[src/rtl/mod_red_pipe.sv]
// mod_red_pipe: pipelined word-level Montgomery reduction, C = P * 2^(-W_SIZE*L_SIZE) mod q.
// The modulus comes from a small runtime table and travels with its sample. A single global
// stall (adv) freezes every stage when the output is held.
// Optional build macro MODRED_CHK_EN adds the out_err port, which flags illegal table moduli.
module mod_red_pipe #(
    parameter int unsigned DATA_SIZE_ARB = 32,
    parameter int unsigned W_SIZE        = 12,
    parameter int unsigned L_SIZE        = 3,
    parameter int unsigned NUM_MOD       = 4,
    parameter int unsigned TAG_W         = 4,
    localparam int unsigned QSEL_W       = $clog2(NUM_MOD)
) (
    input  logic                       clk,
    input  logic                       reset,
    input  logic                       q_we,
    input  logic [QSEL_W-1:0]          q_waddr,
    input  logic [DATA_SIZE_ARB-1:0]   q_wdata,
    input  logic                       in_valid,
    output logic                       in_ready,
    input  logic [QSEL_W-1:0]          in_qsel,
    input  logic [TAG_W-1:0]           in_tag,
    input  logic [2*DATA_SIZE_ARB-1:0] P,
    output logic                       out_valid,
    input  logic                       out_ready,
    output logic [TAG_W-1:0]           out_tag,
    output logic [DATA_SIZE_ARB-1:0]   C
`ifdef MODRED_CHK_EN
    ,
    output logic                       out_err
`endif
);

    localparam int unsigned D   = DATA_SIZE_ARB;
    localparam int unsigned TW  = 2 * DATA_SIZE_ARB;
    localparam int unsigned QHW = DATA_SIZE_ARB - W_SIZE;

    logic                adv;
    logic [D-1:0]        q_tab [NUM_MOD];
    logic [D-1:0]        q_sel;
    logic                v_q   [L_SIZE];
    logic [TAG_W-1:0]    tag_q [L_SIZE];
    logic [D-1:0]        qv_q  [L_SIZE];
    logic [TW-1:0]       t_q   [L_SIZE];
    logic [TW-1:0]       t_src [L_SIZE];
    logic [D-1:0]        q_src [L_SIZE];
    logic [TW-1:0]       t_nxt [L_SIZE];
    logic [D+1:0]        t_fin;
    logic [D+1:0]        c_t;
    logic [D-1:0]        c_nxt;

    assign adv      = !out_valid || out_ready;
    assign in_ready = adv && reset;
    // Combinational read: a same-edge write lands after this value is captured.
    assign q_sel    = q_tab[in_qsel];

    // Modulus table, cleared by reset.
    always_ff @(posedge clk) begin
        if (!reset) begin
            for (int i = 0; i < NUM_MOD; i++) q_tab[i] <= '0;
        end else if (q_we) begin
            q_tab[q_waddr] <= q_wdata;
        end
    end

    assign t_src[0] = P;
    assign q_src[0] = q_sel;
    for (genvar k = 1; k < L_SIZE; k++) begin : g_link
        assign t_src[k] = t_q[k-1];
        assign q_src[k] = qv_q[k-1];
    end

    // Each stage retires W_SIZE low bits. With q = qH*2^W + 1 and m = -T mod 2^W,
    // (T + m*q) >> W == (T >> W) + (T_low != 0) + m*qH, so no full-width q product is needed.
    for (genvar k = 0; k < L_SIZE; k++) begin : g_stage
        localparam int unsigned SW = (k == L_SIZE - 1) ? D + 2 : TW - (k + 1) * (W_SIZE - 1);
        localparam logic [TW-1:0] MASK = {TW{1'b1}} >> (TW - SW);
        logic [W_SIZE-1:0] m;
        logic [D-1:0]      mq;

        assign m        = -t_src[k][W_SIZE-1:0];
        assign mq       = {{QHW{1'b0}}, m} * {{W_SIZE{1'b0}}, q_src[k][D-1:W_SIZE]};
        assign t_nxt[k] = MASK & ({{W_SIZE{1'b0}}, t_src[k][TW-1:W_SIZE]}
                                  + {{(TW-1){1'b0}}, |t_src[k][W_SIZE-1:0]}
                                  + {{(TW-D){1'b0}}, mq});
    end

    // Reduction registers: valid, tag, latched modulus and partial value shift together on adv.
    always_ff @(posedge clk) begin
        if (!reset) begin
            for (int k = 0; k < L_SIZE; k++) begin
                v_q[k]   <= 1'b0;
                tag_q[k] <= '0;
                qv_q[k]  <= '0;
                t_q[k]   <= '0;
            end
        end else if (adv) begin
            v_q[0]   <= in_valid;
            tag_q[0] <= in_tag;
            for (int k = 1; k < L_SIZE; k++) begin
                v_q[k]   <= v_q[k-1];
                tag_q[k] <= tag_q[k-1];
            end
            for (int k = 0; k < L_SIZE; k++) begin
                qv_q[k] <= q_src[k];
                t_q[k]  <= t_nxt[k];
            end
        end
    end

    // Final conditional subtraction; last stage value is below 2q.
    assign t_fin = t_q[L_SIZE-1][D+1:0];
    assign c_t   = t_fin - {2'b00, qv_q[L_SIZE-1]};
    assign c_nxt = c_t[D+1] ? t_fin[D-1:0] : c_t[D-1:0];

    // Output register, held while the consumer stalls.
    always_ff @(posedge clk) begin
        if (!reset) begin
            out_valid <= 1'b0;
            out_tag   <= '0;
            C         <= '0;
        end else if (adv) begin
            out_valid <= v_q[L_SIZE-1];
            out_tag   <= tag_q[L_SIZE-1];
            C         <= c_nxt;
        end
    end

`ifdef MODRED_CHK_EN
    logic err_in;
    logic err_q [L_SIZE];

    assign err_in = (q_sel[W_SIZE-1:0] != W_SIZE'(1)) || (q_sel == '0);

    // Illegal-modulus flag rides alongside its sample and lands with C.
    always_ff @(posedge clk) begin
        if (!reset) begin
            for (int k = 0; k < L_SIZE; k++) err_q[k] <= 1'b0;
            out_err <= 1'b0;
        end else if (adv) begin
            err_q[0] <= err_in;
            for (int k = 1; k < L_SIZE; k++) err_q[k] <= err_q[k-1];
            out_err <= err_q[L_SIZE-1];
        end
    end
`endif

endmodule

[config.mk]
export PLATFORM = sky130hd
export DESIGN_NAME = mod_red_pipe
export DESIGN_NICKNAME = d
export VERILOG_FILES = /design/src/rtl/mod_red_pipe.sv
export SDC_FILE = /design/constraint.sdc
export NUM_CORES = 2
export LEC_CHECK = 0
export ABC_AREA = 1
export BUFFER_PORTS_ARGS = -buffer_cell sky130_fd_sc_hd__buf_2
export CAP_MARGIN = 20
export CORE_MARGIN = 2
export CORE_UTILIZATION = 60
export DETAILED_ROUTE_END_ITERATION = 8
export HOLD_SLACK_MARGIN = 0.06
export PLACE_DENSITY = 0.84
export RECOVER_POWER = 100
export SYNTH_ARGS = -nofsm -noshare
export SYNTH_HDL_FRONTEND = slang
export SYNTH_SLANG_ARGS = --single-unit
[constraint.sdc]
create_clock -name clk -period 6.77 [get_ports clk]
set_input_delay 0.677 -clock clk [delete_from_list [all_inputs] [get_ports clk]]
set_output_delay 0.677 -clock clk [all_outputs]
set_load 0.01 [all_outputs]
Word level (Yosys, flattened, before mapping) --
Memories as Yosys holds them, arrays and structs flattened. A register that Yosys moved wholly into a read port is not among the register bits. Cells that the tools add are included.
Cells by class: $add $sub $neg 10, multiply operators 3, div/mod/pow operators 0, $lt $le $gt $ge 0, equal/unequal tests 0, shifts and indexed selects 0, muxes and demuxes 23, bitwise logic cells 12, reductions and logical operators 9
Operators by type and width (number):
- $mux 32 | 5
- $mux 53 | 3
- $mul 12x20->32 | 3
- $add 52x1->53 | 1
- $add 53x32->53 | 1
- $add 42x1->42 | 1
- $add 42x32->42 | 1
- $neg 12->12 | 3
- $reduce_or 12->1 | 3
- $add 34x1->34 | 1
- $add 34x32->34 | 1
- $sub 34x32->34 | 1
- $reduce_or 32->1 | 1
- $mux 4 | 3
- $or 1x1->1 | 12
- $mux 1 | 11
- $logic_not 1->1 | 3
- $mux 2 | 1
- $logic_and 1x1->1 | 1
- $logic_or 1x1->1 | 1
Word-level totals: bits in registers 32, latch bits 0, memory bits (writable) 398, ROM bits 0, input port bits 109, output and inout bits 38, logic and storage cells 63, memories 5
Memory list:
- t_q | depth 3, width 53, read ports 3, clocked after memory_dff 0, wr ports 3, line 43 | logic [TW-1:0] t_q [L_SIZE];
- q_tab | depth 4, width 32, read ports 1, clocked after memory_dff 0, wr ports 4, line 38 | logic [D-1:0] q_tab [NUM_MOD];
- qv_q | depth 3, width 32, read ports 3, clocked after memory_dff 0, wr ports 3, line 42 | logic [D-1:0] qv_q [L_SIZE];
- tag_q | depth 3, width 4, read ports 3, clocked after memory_dff 1, wr ports 3, line 41 | logic [TAG_W-1:0] tag_q [L_SIZE];
- v_q | depth 3, width 1, read ports 3, clocked after memory_dff 1, wr ports 3, line 40 | logic v_q [L_SIZE];

Logic depth before layout (Yosys ltp) --
word-level depth 6, mapped depth 35, depth with buffers taken out 34

Worst setup path before layout --
No wires, ideal clock.
path kind input -> register, start in P[0], end mem t_q[0][50] (netlist name) (data pin), setup time 0.253 ns, data arrival time 6.061 ns, slack 0.456 ns, stages on the path 30, cell sequence clkbuf_1 -> inv_1 -> ha_1 -> nand2_1 -> nor3_1 -> inv_1 -> or2_1 -> o21ai_0 -> nand2_2 -> inv_1 -> buf_2 -> nand2_1 -> fa_1 -> inv_1 -> fa_1 -> fa_1 -> fa_1 -> inv_1 -> fa_1 -> inv_1 -> ha_1 -> nand2_1 -> o21ai_0 -> inv_1 -> o21ai_0 -> a21oi_1 -> nand2_1 -> nand2_1 -> nor2_1 -> nor2_1
RTL lines:
- start: declaration | line 22 | input logic [2*DATA_SIZE_ARB-1:0] P,
- end: declaration | line 43

==> qor.yml <==
status: "finished, violations left"
violations: "capacitance limit, slew limit"
period_share: 0.973
synth_top_cell_by_area: "fa_1"
finalCriticalPeriod_ns: 6.59
io_pins: 147
synth_area_um2: 46000
min_path_type: "input pin to register"
area_growth_pct: 9.50
synthArstFlopShare: 0
grt_pass1_vias: 38600
grt_max_degree: 144
yosysUniqueCellTypes: 49
critPathCaptureType: "register"
yosys_most_used_dff: "edfxtp_1"
dpl.hpwl_um: 108000
synth-seq-area-share: 0.256
post-place-ws_ns: 0.0510
portBuffers: 146
core_um2: 75900
r2r_end: "t_q[0][90]"
die_area_um2: 79000
max_stage_delay_ns: 0.50
postRouteAntennaNets: 0
yosysTopAreaCellShare: 0.277
routed_wl_um: 135000
clock_path_buffers: 3
synthCells: 5725
syn-num-nets: 6733
drtIter0Drc: 4268
die_w_um: 281
slew_viol_final: 436
clkLatencyLatePin_ns: 0.64
via_per_inst: 5.54
ff2ff_setup_slack_ns: 0.18
worstPathArrival_ns: 6.96
core.rowCount: 101
avgSynthCellArea_um2: 8.04
numClockSinks: 405
synth.most_common_cell: "inv_1"
slowest_stage: "fa_1"
max_slew_margin: -0.483
first_pass_iters: 6
post-route-util: 0.664
criticalPathCategory: "register to register"
cp.required_ns: 7.14
fmax_mhz: 152
rsz0062_at_grt: "yes"
reg2reg_from: "t_q[0][0]"
startpoint: "t_q[0][0]"
die_h_um: 281
min_to: "tag_q[0][0]"
fill_cells: 6241
r2r_cells: 30
final.setup_skew_ns: 0.0534
cts-root-buf: "clkbuf_16"
globalRouteOverflowTotal: 0
synthTopCellsByArea: "fa_1 28%, edfxtp_1 24%, inv_1 10%"
tightest_slew_ns: 2.22
grt_antenna_before_repair: 9
track_usage: 0.349
fin_setup_tns_ns: 0
initial_utilization: 0.606
synth_seq_cells: 405
synthTopCellsByCount: "1,276 x inv_1, 1,266 x nand2_1, 811 x nor2_1, 636 x fa_1, 368 x edfxtp_1"
cts_tree: "done"
cts.clk_slew.worst_paths_ns: 0.07
vias: 38800
htreeDepth: 2
place_congestion: 1.02
worstHoldStart: "in_tag[0]"
drc: 0
yosys_warnings: 0
layout.nets: 6940
fin_ws_ns: 0.183
crit_fanout: 8
crit_path_start_kind: "register"
setup_viol: 0
final_hold_viol_count: 0
synth_edf_count: 368
avgRoutedWirePerCell_um: 19.3
grt_first_pass_wirelength_um: 211000
layout-drive-gt1-share: 0.0718
numCtsBuffers: 47
hold_ws_ns: 0.345
hold-path-cell-count: 3
drv_cap: 11
==> routing by layer <==
layer  routed length [µm]  global-route usage
met5                   72                   0
met3                15500              0.0806
met2                59900               0.539
met1                54500               0.488
met4                 4770               0.118
==> flip-flops by register name (all words and copies together) (netlist names) <==
| name | cells |
|---|---|
| C | 32 |
| out_tag | 4 |
| out_valid | 1 |
| q_tab | 128 |
| qv_q | 96 |
| t_q | 129 |
| tag_q | 12 |
| v_q | 3 |
==> per-stage QoR <==
| step | cell area [µm²] | std cells |
|---|---|---|
| after floorplan | 46000 | 5725 |
| after global placement | 48700 | 6909 |
| after detailed placement | 48700 | 6909 |
| after CTS | 50300 | 6997 |
| after global routing | 50400 | 7002 |
| final | 50400 | 7002 |
==> cells by family after synthesis <==
group | synth area share
AO/OA/AOI/OAI | 0.0561
buffers and inverters | 0.120
adder cells (fa/ha/maj) | 0.348
AND/OR/NAND/NOR | 0.216
XOR/XNOR | 0.00402
flip-flops | 0.256
==> layout make-up <==
class | count | area (µm²) | share of cell area
inverters | 1300 | 4900 | 0.0972
clock buffers | 54 | 1200 | 0.0238
flip-flops and latches | 405 | 11800 | 0.234
multi-input cells | 3866 | 28900 | 0.573
well taps | 1030 | 1290 | 0.0256
diodes | 1 | 2.50 | 0.0000496
clock inverters | 34 | 382 | 0.00757
repair buffers | 312 | 1990 | 0.0394
==> worst max-delay path, delay by kind of cell, from the launching register on <==
kind	cells	cell delay, ns
fa+ha+maj	7	2.76
simple gates	13	2.09
buf+inv	8	0.71
flops	1	0.41
compound gates	2	0.39
==> cell usage in the layout, fill, tap and decap left out, types with 59 or more instances in the layout <==
cell type	synthesis	final
inv_1	1276	1275
nand2_1	1266	1259
nor2_1	811	801
fa_1	636	636
edfxtp_1	368	368
ha_1	263	259
nand3_1	240	239
a21oi_1	242	238
o21ai_0	169	161
buf_4	5	142
buf_2	25	107
clkbuf_1	114	59
==> worst max-delay path by stage <==
stage	endpoint	cells past startpoint
after floorplan	t_q[0][50]	30
after global placement	t_q[0][17]	27
after detailed placement	t_q[0][17]	27
after CTS	t_q[0][90]	32
after global routing	t_q[0][89]	31
final	t_q[0][90]	30
==> timing repair <==
item	in CTS	in global routing
endpoints found under the setup margin	0	28
hold buffers	0	0
resized for setup	0	55
buffers inserted	0	3
Power is not shown: default switching activity piles up to over one toggle a cycle in this logic, so the estimate is an artifact.
